### src/rtl/logical_shifter_right_seq.sv
// -----------------------------------------------------------------------------
// logical_shifter_right_seq
// Sequential logical right shifter. An operand is captured on a START edge in
// IDLE and shifted right one bit per clock, MSB zero-filled, until the
// requested amount is consumed. The final value lands in the result register.
// DONE pulses for one cycle in FIN. BUSY covers every state except IDLE.
// The result register only changes when a new result is ready. It never shows
// partial shifts.
// -----------------------------------------------------------------------------
module logical_shifter_right_seq #(
   parameter int WIDTH = 8,
   parameter int SEL_W = 3
) (
   input  logic             clk,
   input  logic             rst,
   input  logic             start,
   input  logic [WIDTH-1:0] di,
   input  logic [SEL_W-1:0] sel,
   output logic [WIDTH-1:0] so,
   output logic             busy,
   output logic             done
);

   typedef enum logic [1:0] {
      ST_IDLE  = 2'd0,
      ST_SHIFT = 2'd1,
      ST_FIN   = 2'd2
   } state_t;

   state_t           state_reg;
   logic [WIDTH-1:0] work_reg;
   logic [SEL_W-1:0] cnt_reg;
   logic [WIDTH-1:0] so_reg;
   logic             busy_reg;
   logic             done_reg;

   // One-position logical right shift of the working register.
   logic [WIDTH-1:0] shift_next;

   // The MSB always takes a zero. Each lower bit takes its upper neighbour.
   assign shift_next[WIDTH-1] = 1'b0;

   generate
      for (genvar gi = 0; gi < WIDTH - 1; gi++) begin : g_shift
         assign shift_next[gi] = work_reg[gi+1];
      end
   endgenerate

   // Control FSM and datapath registers. All outputs are registered here.
   // The SHIFT exit is taken at cnt==1, so the counter never wraps below zero.
   always_ff @(posedge clk or posedge rst) begin
      if (rst) begin
         state_reg <= ST_IDLE;
         work_reg  <= '0;
         cnt_reg   <= '0;
         so_reg    <= '0;
         busy_reg  <= 1'b0;
         done_reg  <= 1'b0;
      end else begin
         case (state_reg)
            ST_IDLE: begin
               done_reg <= 1'b0;
               if (start) begin
                  work_reg <= di;
                  cnt_reg  <= sel;
                  busy_reg <= 1'b1;
                  if (sel == '0) begin
                     // Zero shift: the operand is the result, so skip SHIFT.
                     state_reg <= ST_FIN;
                     so_reg    <= di;
                     done_reg  <= 1'b1;
                  end else begin
                     state_reg <= ST_SHIFT;
                  end
               end
            end

            ST_SHIFT: begin
               work_reg <= shift_next;
               cnt_reg  <= cnt_reg - SEL_W'(1);
               if (cnt_reg == SEL_W'(1)) begin
                  // This is the last shift. Publish it on the same edge.
                  state_reg <= ST_FIN;
                  so_reg    <= shift_next;
                  done_reg  <= 1'b1;
               end
            end

            ST_FIN: begin
               // FIN lasts one cycle and always returns to IDLE.
               // Any START seen while in FIN is dropped.
               state_reg <= ST_IDLE;
               busy_reg  <= 1'b0;
               done_reg  <= 1'b0;
            end

            default: begin
               state_reg <= ST_IDLE;
               busy_reg  <= 1'b0;
               done_reg  <= 1'b0;
            end
         endcase
      end
   end

   assign so   = so_reg;
   assign busy = busy_reg;
   assign done = done_reg;

endmodule

### config.mk
export PLATFORM = sky130hd
export DESIGN_NAME = logical_shifter_right_seq
export DESIGN_NICKNAME = d
export VERILOG_FILES = /design/src/rtl/logical_shifter_right_seq.sv
export SDC_FILE = /design/constraint.sdc
export NUM_CORES = 1
export LEC_CHECK = 0
export ABC_AREA = 1
export CORE_AREA = 2 2 53 55
export CTS_CLUSTER_DIAMETER = 150
export DETAILED_ROUTE_END_ITERATION = 7
export DIE_AREA = 0 0 55 57
export GPL_TIMING_DRIVEN = 0
export PLACE_DENSITY = 0.79
export SYNTH_ARGS = -nofsm -noshare
export SYNTH_HDL_FRONTEND = slang
export SYNTH_SLANG_ARGS = --single-unit
### constraint.sdc
create_clock -name clk -period 1.1 [get_ports clk]
set_input_delay 0.22 -clock clk [delete_from_list [all_inputs] [get_ports clk]]
set_output_delay 0.22 -clock clk [all_outputs]
set_load 0.05 [all_outputs]
# Word-level counts from Yosys, hierarchy flattened
# Index checks and enable logic that the tools add are counted.
dict set report totals {
  output_inout_bits 10
  word_cells 38
  regBits 23
}
dict set report op_classes {
  bitwise 1
  n_eq_ne 5
  add_sub_neg 1
  n_mux 18
  reduce_logical 7
}
# op n
set op_table {}
lappend op_table {{2-to-1 mux 8 bit} 4}
lappend op_table {{one-hot mux 8 bit (2 select lines)} 2}
lappend op_table {{2-to-1 mux 2 bit} 3}
lappend op_table {{!= test 2 bit, second input constant} 3}
lappend op_table {{one-hot mux 3 bit (2 select lines)} 1}
lappend op_table {{AND reduction 2 bit} 3}
lappend op_table {{2-to-1 mux 1 bit} 4}
lappend op_table {{one-hot mux 1 bit (2 select lines)} 2}
lappend op_table {{one-hot mux 2 bit (2 select lines)} 1}
lappend op_table {{AND reduction 4 bit} 1}
lappend op_table {{equality test 3 x 1 -> 1 bit, second input constant} 1}
lappend op_table {{logical NOT 3 bit} 1}
lappend op_table {{2-to-1 mux 3 bit} 1}
lappend op_table {{subtractor 3 x 1 -> 3 bit, second input constant} 1}
lappend op_table {{equality test 2 x 1 -> 1 bit, second input constant} 1}
lappend op_table {{logical NOT 2 bit} 1}
lappend op_table {{nonzero test 2 bit} 1}
lappend op_table {{inverter 1 bit} 1}

# Longest topological paths before layout
dict set report logic_depth {
  depth_word 4
  mapped_depth 8
}

# Worst setup path before layout
# Ideal clock, no wire load.
dict set report synth_path {
  path_type {register to register}
  from {reg cnt_reg[0]}
  to {reg so_reg[0] (netlist: so[0])}
  period_less_slack_ns 1.157
  stages_incl_launch_ff 8
  slack_ns -0.057
  setup_time_ns 0.119
  t_required_ns 0.981
  arrival_time_ns 1.037
  cell_sequence {dfrtp_1 -> ha_1 -> inv_1 -> nor2_1 -> nor2_1 -> nor2_4 -> nand3_1 -> nand2_1}
}
dict set report synth_via {
  elab_chain_len 3
}
# item line
set synth_lines {}
lappend synth_lines {{from (decl)} 32} ;# logic [SEL_W-1:0] cnt_reg;
lappend synth_lines {{from (signal assigned)} 65} ;# cnt_reg <= sel;
lappend synth_lines {{from (signal assigned)} 80} ;# cnt_reg <= cnt_reg - SEL_W'(1);
lappend synth_lines {{equality test 3 x 1 -> 1 bit} 81} ;# if (cnt_reg == SEL_W'(1)) begin
lappend synth_lines {{!= test 2 bit (no source line)} --}
lappend synth_lines {{AND reduction 4 bit (no source line)} --}
lappend synth_lines {{to (signal assigned)} 70} ;# so_reg <= di;
lappend synth_lines {{to (signal assigned)} 84} ;# so_reg <= shift_next;
lappend synth_lines {{to (decl)} 33} ;# logic [WIDTH-1:0] so_reg;
# Every way passes these cells.
# A chain may end at the register's enable or synchronous reset.

# Final worst setup path
dict set report layout_path {
  from {reg state_reg[1]}
  to {reg so_reg[2] (netlist: so[2])}
}
dict set report layout_via {
  elab_chain_len 3
  elab_cells_between_ends 8
  cone_classes {eq/ne: 4; mux: 1; reduce/logical: 3}
}
# item line
set layout_lines {}
lappend layout_lines {{from (decl)} 30} ;# state_t state_reg;
lappend layout_lines {{from (signal assigned)} 53} ;# state_reg <= ST_IDLE;
lappend layout_lines {{from (signal assigned)} 69} ;# state_reg <= ST_FIN;
lappend layout_lines {{from (signal assigned)} 73} ;# state_reg <= ST_SHIFT;
lappend layout_lines {{equality test 2 x 1 -> 1 bit / logical NOT 2 bit (equally long branches)} 60} ;# case (state_reg)
lappend layout_lines {{!= test 2 bit (no source line) / nonzero test 2 bit (equally long branches)} --}
lappend layout_lines {{AND reduction 4 bit (no source line)} --}
# Parallel ways exist; a longest one is shown, timed or not.

==> metrics.md <==
| Metric | Value |
|---|---|
| Number of antenna violations at the first check in global routing | 0 |
| Rows | 19 |
| Final period util | 114% |
| Top cell type's share of synthesized area | a little over half |
| Total GRT Usage | 16.6% |
| CP startpoint kind | flop |
| Fin area | about 0.0018 mm2 |
| RePlAce Congestion | 0.879 |
| CP arrival | 1.47 ns |
| CTS root buf | clkbuf_4 |
| Clk slew on worst S/H paths | 0.13 ns |
| P_leak | 0.848 nW |
| Number of synthesized flops with an enable pin | 0 |
| Synth top area cells | dfrtp_1 53%, nand2_1 18%, nand3_1 5.3%, nor2_1 5.1%, a31oi_1 3.6% |
| Skew-Pair Late Insertion Delay | approximately 0.31 ns |
| Final WL | 2900 um |
| Ant diodes | 0 |
| Largest stage delay on the critical path | 0.49 ns |
| Syn_nets | 144 |
| Yosys warning total | 0 |
| Multi-input gate area in the final layout | roughly 620 um2 |
| Die Area | around 0.0031 mm2 |
| Final Hold Vio Count | 0 |
| Status | complete, but fails checks |
| First-pass GRT wire length | 3840 um |
| Vias in the first global route | 940 |
| Family with the most delay on the worst path | flip-flops |
| Yosys top cell by area | dfrtp_1 |
| Nets | 194 |
| WP buf/inv | 2 |
| Post-synth design cell area | 0.00104 mm2 |
| CP startpoint | state_reg[1]$_DFFE_PP0P_ |
| Via Count | 1053 |
| Grt total ovfl | 0 |
| Worst Setup Path Type | reg2reg |
| Drt drc | 0 |
| Area grow syn2layout | 69.2% |
| Mapped Cells | 128 |
| Final Setup Violations | 28 |
| Post-DP HPWL | 1570 um |
| Largest net degree at the start of global routing | 23 |
| Failing checks | setup timing |
| Power per cell area | 3430 mW/mm2 |
| Max Fanout on Critical Path | 6 |
| Crit path depth | 7 |
| CTS tree | built |
| Via density | 5.06 |
| PnR worst setup slack | -0.149 ns |
| Setup TNS | -1.94 ns |
| Crit path cell chain | clkinv_4, nand2_8, buf_12, nand2_2, nand2_1, nand3_1, nand2_1 |
| Fin. max-slew vios | 0 |
| Sink Count | 22 |
| Max rail drop VDD | around 2.4 mV |
| Most frequent cell after synthesis | nand2_1 |
| Final core utilization | 67.2% |
| Most frequent CP cell | nand2_1 |
| CP endpoint kind | flop |
| Depth of the worst register-to-register path | 7 |
| Max Freq | between 800 and 900 MHz |
| Post-CTS Hold Buffers | 0 |
| Die width | 55 um |
| DP Area | between 0.001 and 0.0015 mm2 |
| Sequential cell area | 553 um2 |
| Detail Route Antenna Nets | 0 |
| Buffers on Ports | 23 |
| Die Y | 57 um |
| Core region area | 0.00262 mm2 |
| WL per Instance | 14.0 um |
| TritonCTS Buffers | 3 |
| List of most frequent post-synthesis cells | 50 x nand2_1, 22 x dfrtp_1, 14 x nor2_1 |
| Critical-path top delay cell | dfrtp_2 |
| Sequential element share of the synthesized area | between 50% and 60% |
| Maxcap violations | 0 |
| Critical Path RT | 1.32 ns |
| Reg-to-reg slack, setup | -0.15 ns |
| R2R Path End | so[2]$_DFFE_PP0P_ |
| Fillers | 182 |
| DRT iter0 DRCs | 30 |
| Mapped Avg Cell Area | roughly 8 um2 |
| Max reg flops | 8 |
| Post-synth ARST share | 100% |
| Top Ports | 24 |
| Worst-Margin Slew | ~0.84 ns |
| Crit Reg-Reg Startpoint | state_reg[1]$_DFFE_PP0P_ |
| Share of cells above drive strength 1 | 40.1% |
| Setup Skew | around 0.0023 ns |
| Drt first pass iters | 4 |
| Clock period minus worst slack | 1.25 ns |
| Worst Hold Slack | roughly 0.35 ns |
| CTS max path bufs | 2 |
| Predominant post-synthesis flop cell | dfrtp_1 |
| RSZ-0062 raised after global routing | true |
| Worst Hold Class | in2async |
| Starting density of the core | 39.7% |
| Synthesis-stage register bit count | 22 |
| CTS H-tree lvls | 1 |
| Slew headroom | between 40% and 50% |
| Synth unique cells | 16 |
==> routing by layer <==
metal / wire (um) / vias up / track usage [%]
met3: 105 / 6 / 1.57
met4: 61 / 0 / 9.41
met2: 1510 / 25 / 26.7
li1: - / 510 / -
met5: 0 / - / 0
met1: 1230 / 512 / 21.3
==> metrics by stage <==
stage               power, mW  std cells  setup WS (ns)
detailed placement       3.97        182         -0.358
finish                   6.02        208         -0.149
global route             6.39        208         -0.209
global placement         3.91        182         -0.330
floorplan                3.27        128       -0.00260
CTS                      4.90        195        -0.0807
==> logic make-up (layout without fill, tap and decap cells) <==
kind of cell	after synthesis	in the layout	synth area share, %
flip-flops	22	22	53.0
buffers and inverters	12	60	5.42
adder cells (fa/ha/maj)	2	2	2.41
AO/OA/AOI/OAI	12	12	6.87
AND/OR/NAND/NOR	80	81	32.3
==> power by group <==
group,leakage [nW],switching [mW],internal [mW]
clock,0.0210,0.261,0.202
sequential,0.263,0.363,1.21
combinational,0.564,2.26,1.72
total,0.848,2.88,3.14
==> cell usage in the layout, fill, tap and decap left out <==
master           instances
nand2_1                 40
dfrtp_1                 20
buf_4                   16
buf_6                   14
clkdlybuf4s50_1         13
nand3_1                 11
nand2_2                  9
nor2_4                   8
nor2_1                   7
inv_1                    6
a31oi_1                  4
inv_2                    3
clkbuf_4                 3
nand2_4                  2
nand2_8                  2
nand3_4                  2
buf_12                   2
dfrtp_2                  2
clkinv_4                 1
o21ai_4                  1
o211ai_1                 1
buf_8                    1
o22ai_2                  1
o21ai_1                  1
a21oi_1                  1
a31oi_2                  1
a31oi_4                  1
o21ai_0                  1
ha_1                     1
ha_4                     1
clkbuf_8                 1
==> what timing repair did <==
item	in CTS	in global routing
setup endpoints to repair	30	30
gates resized for setup	82	40
setup buffers	8	11
cloned	1	2
pin swaps	4	8
==> worst max-delay path by stage <==
stage                         endpoint  slack, ns
5_1_grt              so[0]$_DFFE_PP0P_      -0.21
3_3_place_gp         so[2]$_DFFE_PP0P_      -0.33
6_report             so[2]$_DFFE_PP0P_      -0.15
2_1_floorplan  work_reg[1]$_DFFE_PP0P_     -0.003
4_1_cts              so[6]$_DFFE_PP0P_      -0.08
3_5_place_dp         so[6]$_DFFE_PP0P_      -0.36
==> cell type report <==
class	instances	share of cell area, %
Multi-Input combinational cell	95	35.5
Buffer	2	1.50
Tap cell	31	2.21
Clock buffer	4	2.07
Timing Repair Buffer	44	24.9
Sequential cell	22	31.5
Inverter	10	2.42
==> worst register-to-register path: cells and delay by family (launching register included) <==
| kind | cells | cell delay, ns |
|---|---|---|
| flops | 1 | 0.49 |
| simple gates | 5 | 0.41 |
| buf+inv | 2 | 0.26 |
(Power assumes the default switching activity.)
